--- src/rtl/alu_arbiter.sv ---
// Round-robin arbiter sharing one combinational ALU between NUM_REQ requesters.
// Accept -> EXEC (ALU driven from flops) -> RESP (valid/ready, tagged by id).
module alu_arbiter #(
    parameter  int NUM_REQ = 4,
    parameter  int DATA_W  = 32,
    localparam int ID_W    = $clog2(NUM_REQ)
) (
    input  logic                      clk,
    input  logic                      rst_n,
    input  logic [NUM_REQ-1:0]        req_valid,
    output logic [NUM_REQ-1:0]        req_ready,
    input  logic [NUM_REQ*DATA_W-1:0] req_a,
    input  logic [NUM_REQ*DATA_W-1:0] req_b,
    input  logic [NUM_REQ*3-1:0]      req_op,
    output logic [DATA_W-1:0]         alu_a,
    output logic [DATA_W-1:0]         alu_b,
    output logic [2:0]                alu_control,
    input  logic [DATA_W-1:0]         alu_result,
    output logic                      rsp_valid,
    input  logic                      rsp_ready,
    output logic [ID_W-1:0]           rsp_id,
    output logic [DATA_W-1:0]         rsp_data,
    output logic                      rsp_err,
    output logic                      busy
);

    typedef enum logic [1:0] {IDLE, EXEC, RESP} state_t;

    localparam logic [ID_W:0] NREQ = (ID_W+1)'(NUM_REQ);

    state_t              state_q, state_d;
    logic [ID_W-1:0]     rr_ptr_q, rr_ptr_d;
    logic [ID_W-1:0]     cap_id_q, cap_id_d;
    logic [ID_W-1:0]     rsp_id_q, rsp_id_d;
    logic [DATA_W-1:0]   alu_a_q, alu_a_d;
    logic [DATA_W-1:0]   alu_b_q, alu_b_d;
    logic [2:0]          alu_op_q, alu_op_d;
    logic [DATA_W-1:0]   rsp_data_q, rsp_data_d;
    logic                rsp_valid_q, rsp_valid_d;
    logic                rsp_err_q, rsp_err_d;
    logic                busy_q, busy_d;

    logic                gnt_found;
    logic [ID_W-1:0]     gnt_id;
    logic [ID_W-1:0]     cand;
    logic                op_bad;

    // (x + k) mod NUM_REQ; both operands are below NUM_REQ
    function automatic logic [ID_W-1:0] wrap_add(
        input logic [ID_W-1:0] x,
        input logic [ID_W:0]   k
    );
        logic [ID_W:0] s;
        s = {1'b0, x} + k;
        if (s >= NREQ) s = s - NREQ;
        return s[ID_W-1:0];
    endfunction

    always_comb begin
        gnt_found = 1'b0;
        gnt_id    = '0;
        cand      = '0;
        for (int k = 0; k < NUM_REQ; k++) begin
            cand = wrap_add(rr_ptr_q, (ID_W+1)'(k));
            if (!gnt_found && req_valid[cand]) begin
                gnt_found = 1'b1;
                gnt_id    = cand;
            end
        end
    end

    // Gated by rst_n so the grant also drops immediately during reset
    always_comb begin
        req_ready = '0;
        if (rst_n && state_q == IDLE && gnt_found)
            req_ready[gnt_id] = 1'b1;
    end

    assign op_bad = (alu_op_q[2:1] == 2'b11);

    always_comb begin
        state_d     = state_q;
        rr_ptr_d    = rr_ptr_q;
        cap_id_d    = cap_id_q;
        rsp_id_d    = rsp_id_q;
        alu_a_d     = alu_a_q;
        alu_b_d     = alu_b_q;
        alu_op_d    = alu_op_q;
        rsp_data_d  = rsp_data_q;
        rsp_valid_d = rsp_valid_q;
        rsp_err_d   = rsp_err_q;
        busy_d      = busy_q;
        unique case (state_q)
            IDLE: begin
                if (gnt_found) begin
                    state_d  = EXEC;
                    busy_d   = 1'b1;
                    cap_id_d = gnt_id;
                    alu_a_d  = req_a[gnt_id*DATA_W +: DATA_W];
                    alu_b_d  = req_b[gnt_id*DATA_W +: DATA_W];
                    alu_op_d = req_op[gnt_id*3 +: 3];
                end
            end
            EXEC: begin
                state_d     = RESP;
                rsp_valid_d = 1'b1;
                rsp_id_d    = cap_id_q;
                rsp_err_d   = op_bad;
                rsp_data_d  = op_bad ? '0 : alu_result;
                alu_a_d     = '0;
                alu_b_d     = '0;
                alu_op_d    = '0;
            end
            RESP: begin
                if (rsp_ready) begin
                    state_d     = IDLE;
                    rsp_valid_d = 1'b0;
                    busy_d      = 1'b0;
                    rr_ptr_d    = wrap_add(rsp_id_q, (ID_W+1)'(1));
                end
            end
            default: begin
                state_d = IDLE;
            end
        endcase
    end

    always_ff @(posedge clk or negedge rst_n) begin
        if (!rst_n) begin
            state_q     <= IDLE;
            rr_ptr_q    <= '0;
            cap_id_q    <= '0;
            rsp_id_q    <= '0;
            alu_a_q     <= '0;
            alu_b_q     <= '0;
            alu_op_q    <= '0;
            rsp_data_q  <= '0;
            rsp_valid_q <= 1'b0;
            rsp_err_q   <= 1'b0;
            busy_q      <= 1'b0;
        end else begin
            state_q     <= state_d;
            rr_ptr_q    <= rr_ptr_d;
            cap_id_q    <= cap_id_d;
            rsp_id_q    <= rsp_id_d;
            alu_a_q     <= alu_a_d;
            alu_b_q     <= alu_b_d;
            alu_op_q    <= alu_op_d;
            rsp_data_q  <= rsp_data_d;
            rsp_valid_q <= rsp_valid_d;
            rsp_err_q   <= rsp_err_d;
            busy_q      <= busy_d;
        end
    end

    assign alu_a       = alu_a_q;
    assign alu_b       = alu_b_q;
    assign alu_control = alu_op_q;
    assign rsp_valid   = rsp_valid_q;
    assign rsp_id      = rsp_id_q;
    assign rsp_data    = rsp_data_q;
    assign rsp_err     = rsp_err_q;
    assign busy        = busy_q;

endmodule

--- config.mk ---
export PLATFORM = sky130hd
export DESIGN_NAME = alu_arbiter
export DESIGN_NICKNAME = d
export VERILOG_FILES = /design/src/rtl/alu_arbiter.sv
export SDC_FILE = /design/constraint.sdc
export NUM_CORES = 1
export LEC_CHECK = 0
export CORE_AREA = 5 5 159 161
export DETAILED_ROUTE_END_ITERATION = 7
export DIE_AREA = 0 0 164 166
export SLEW_MARGIN = 0
export SYNTH_ARGS = -nofsm -noshare
export SYNTH_HDL_FRONTEND = slang
export SYNTH_SLANG_ARGS = --single-unit
--- constraint.sdc ---
create_clock -name clk -period 2.3 [get_ports clk]
set_clock_uncertainty 0.15 [all_clocks]
set_input_delay 0.46 -clock clk [delete_from_list [all_inputs] [get_ports clk]]
set_output_delay 0.46 -clock clk [all_outputs]
set_load 0.01 [all_outputs]
==> run metrics <==
Mapped Avg Cell Area=9.057 um^2; CP peak stage delay=approximately 0.40 ns; Yosys top cell area share=0.4287; R2R cell count=6; Max FO, Critical Path=4; slowest stage cell, crit path=or3_4; deepest clock path buffer count=2; largest net degree at the start of global routing=111; post-route insts no fill=1404; # H-tree levels=3; Pre-antenna DRT Iters=5; Post-DP HPWL=22.73 mm; WP buf/inv=3; kind of critical path=primary input to output port; n_diodes=0; relative slew slack=0.3860; Final Cell Area=11320 um^2; Netlist cell types=33; number of port buffers=approximately 410; unrepaired setup endpoints after global routing=no; Reg clk slew, reported paths=around 0.08 ns; Routed WL=34.56 mm; period utilisation layout=0.9784; Rows=57; yosys warns=0; dpl cells=1386; post-DR wirelength/cell=24.61 um; startpoint types=primary input; syn_nets=1016; synth top area cells=dfrtp_1 43%, a41oi_1 18%, nand4_1 6.5%; Critical R2R Launch=rr_ptr_q[1]$_DFFE_PN0P_; f_max=0.4444 GHz; synthesized area=6421 um^2; Slew Limit Fails=0; Layout Nets=1382; # DRC=0; clock root buffer=clkbuf_16; Die X=164 um; first-pass GRT wire length=51.68 mm; overall routing resource usage=0.2411; worst slew pin tran=between 0.9 and 1 ns; remaining antenna violation count after routing=0; PwrDens=1199 nW/um^2; Critical Path, Cell by Cell=buf_2, or3_4, o21ai_4, inv_2, nand2_2, nor2_1, clkdlybuf4s15_1; Final Core Density=0.4752; Critical Path Sink Type=output port; worst endpoint required time=1.69 ns; Die ar.=27220 um^2; Placement Cell Area=10970 um^2; fraction of layout cells with a size suffix above 1=0.08426; MaxCap Viol Count=0; Vias=8261; routability cong.=0.8461; DR iter-0 viols=631; Final Hold Viols=0; GR Overflow Total=0; TNS Setup=0 ns; CP top delay family=simple AND/OR/NAND/NOR gates; Initial Util=0.2696; Synth Instances=709; initial antenna violation count=1; number of top-level pins=between 400 and 500; reg2reg setup slack=0.19 ns; Die Y=166 um; CTS Buf Count=9; worst r2r dst=alu_a[25]$_DFFE_PN0P_; Area Overhead vs Synth=76.27%; vias per cell=slightly below 6; Leak=4.104 nW; worst-skew pair later-pin latency=0.35 ns; Hold Crit Class=primary input to asynchronous set/reset pin; clock sink total=110; outcome=completed; Critical Path AT=~1.6 ns; flops & latches, synth=110; Worst VDD drop=approximately 620 uV; final setup margin=0.04957 ns; largest area contributor in the netlist=dfrtp_1; pre-CTS setup slack=-0.5660 ns; CTS tree=done; core area=23820 um^2; Seq/Total Area, Yosys=0.4287; Tmin final=2.250 ns; Final Setup Violations=0; vias in the first global route=8348
worst max path at each step:
| stage | startpoint | to | cells past startpoint |
|---|---|---|---|
| 2_1_floorplan | req_valid[0] | req_ready[2] | 7 |
| 3_3_place_gp | req_valid[0] | req_ready[2] | 6 |
| 3_5_place_dp | req_valid[0] | req_ready[2] | 6 |
| 4_1_cts | rr_ptr_q[0]$_DFFE_PN0P_ | req_ready[1] | 6 |
| 6_report | req_valid[1] | req_ready[3] | 7 |
| 5_1_grt | req_valid[1] | req_ready[3] | 7 |
per-layer routing:
| layer | wire [um] | up-vias | GRT usage |
|---|---|---|---|
| met5 | 13 | - | 0 |
| met2 | 16220 | 516 | 0.3872 |
| met1 | 13630 | 4049 | 0.3065 |
| met4 | 1241 | 2 | 0.08242 |
| met3 | 3451 | 83 | 0.07570 |
| li1 | - | 3611 | - |
report_power, final:
| group | total [mW] | switching (mW) | internal (mW) |
|---|---|---|---|
| sequential | 3.54 | 0.609 | 2.93 |
| combinational | 8.36 | 4.39 | 3.97 |
| clock | 1.67 | 0.890 | 0.778 |
| total | 13.6 | 5.89 | 7.68 |
registers in the layout (all words and copies together), names as in the netlist:
signal       cells
rsp_valid        1
rsp_err          1
cap_id_q         2
busy             1
alu_b           32
rsp_data        32
rr_ptr_q         2
rsp_id           2
alu_control      3
state_q          2
alu_a           32
logic make-up after synthesis:
logic type,share of synthesized area
AO/OA/AOI/OAI,0.3541
XOR/XNOR,0.001364
buffers and inverters,0.07132
flip-flops,0.4287
multiplexers,0.003507
AND/OR/NAND/NOR,0.1411
placed cells by master, fill, tap and decap left out, types with 2 or more instances in the layout:
cell and n:
a22o_1 32, nor2_2 2, mux2_2 2, inv_1 5
dfrtp_1 108, dfrtp_2 2, o21ai_0 73, inv_6 3
clkbuf_2 2, nand2b_4 2, nand3_1 69, clkinv_8 2
nand2b_1 2, buf_4 36, nor2_1 6, buf_12 5
clkbuf_16 9, o21ai_4 4, nor2b_1 2, a41oi_1 134
nand2_1 8, nand4_1 67, buf_6 5, a21oi_1 71
buf_2 4, or3_4 2, clkdlybuf4s50_1 405
through the flow:
step	power, mW	hold slack, ns
floorplan	7.652	0.01441
global placement	11.78	0.3086
detailed placement	11.82	0.3167
CTS	13.58	0.1089
global route	14.41	0.09362
finish	13.57	0.04329
timing repair:
item / in CTS / in global routing
pin swaps: 2 / 2
setup buffers: 2 / 0
hold buffers: 0 / 0
setup endpoints to repair: 71 / 12
gates resized for setup: 18 / 10
synthesized netlist by cell type (all sizes together):
| library cell | instances |
|---|---|
| o21bai | 1 |
| clkbuf | 75 |
| xnor2 | 1 |
| a41oi | 134 |
| nand4 | 67 |
| nor3 | 1 |
| o21ai | 78 |
| a21oi | 72 |
| mux2 | 2 |
| nand2b | 4 |
| nor2 | 8 |
| buf | 29 |
| dfrtp | 110 |
| inv | 6 |
| o311ai | 1 |
| nor2b | 3 |
| nand3 | 69 |
| o22ai | 1 |
| a22o | 32 |
| nand2 | 9 |
| o221ai | 1 |
| or3 | 2 |
| or2 | 1 |
| a21o | 2 |
layout make-up:
class                      instances  area [um^2]
tap                              324        405.4
multi-input combinational        489         3303
clock buffer                       9        225.2
inverter                           6        22.52
fill                            2376        12500
clock inverter                     7        77.57
timing repair buffer             459         4529
sequential                       110         2755
worst register-to-register path, stage by stage, from the launching register on:
cell and delay, ns:
dfrtp_2 0.46, buf_4 0.16, o21bai_4 0.11, buf_4 0.34, buf_4 0.35, a41oi_1 0.18, a41oi_1 0.27
(Power assumes the default switching activity.)
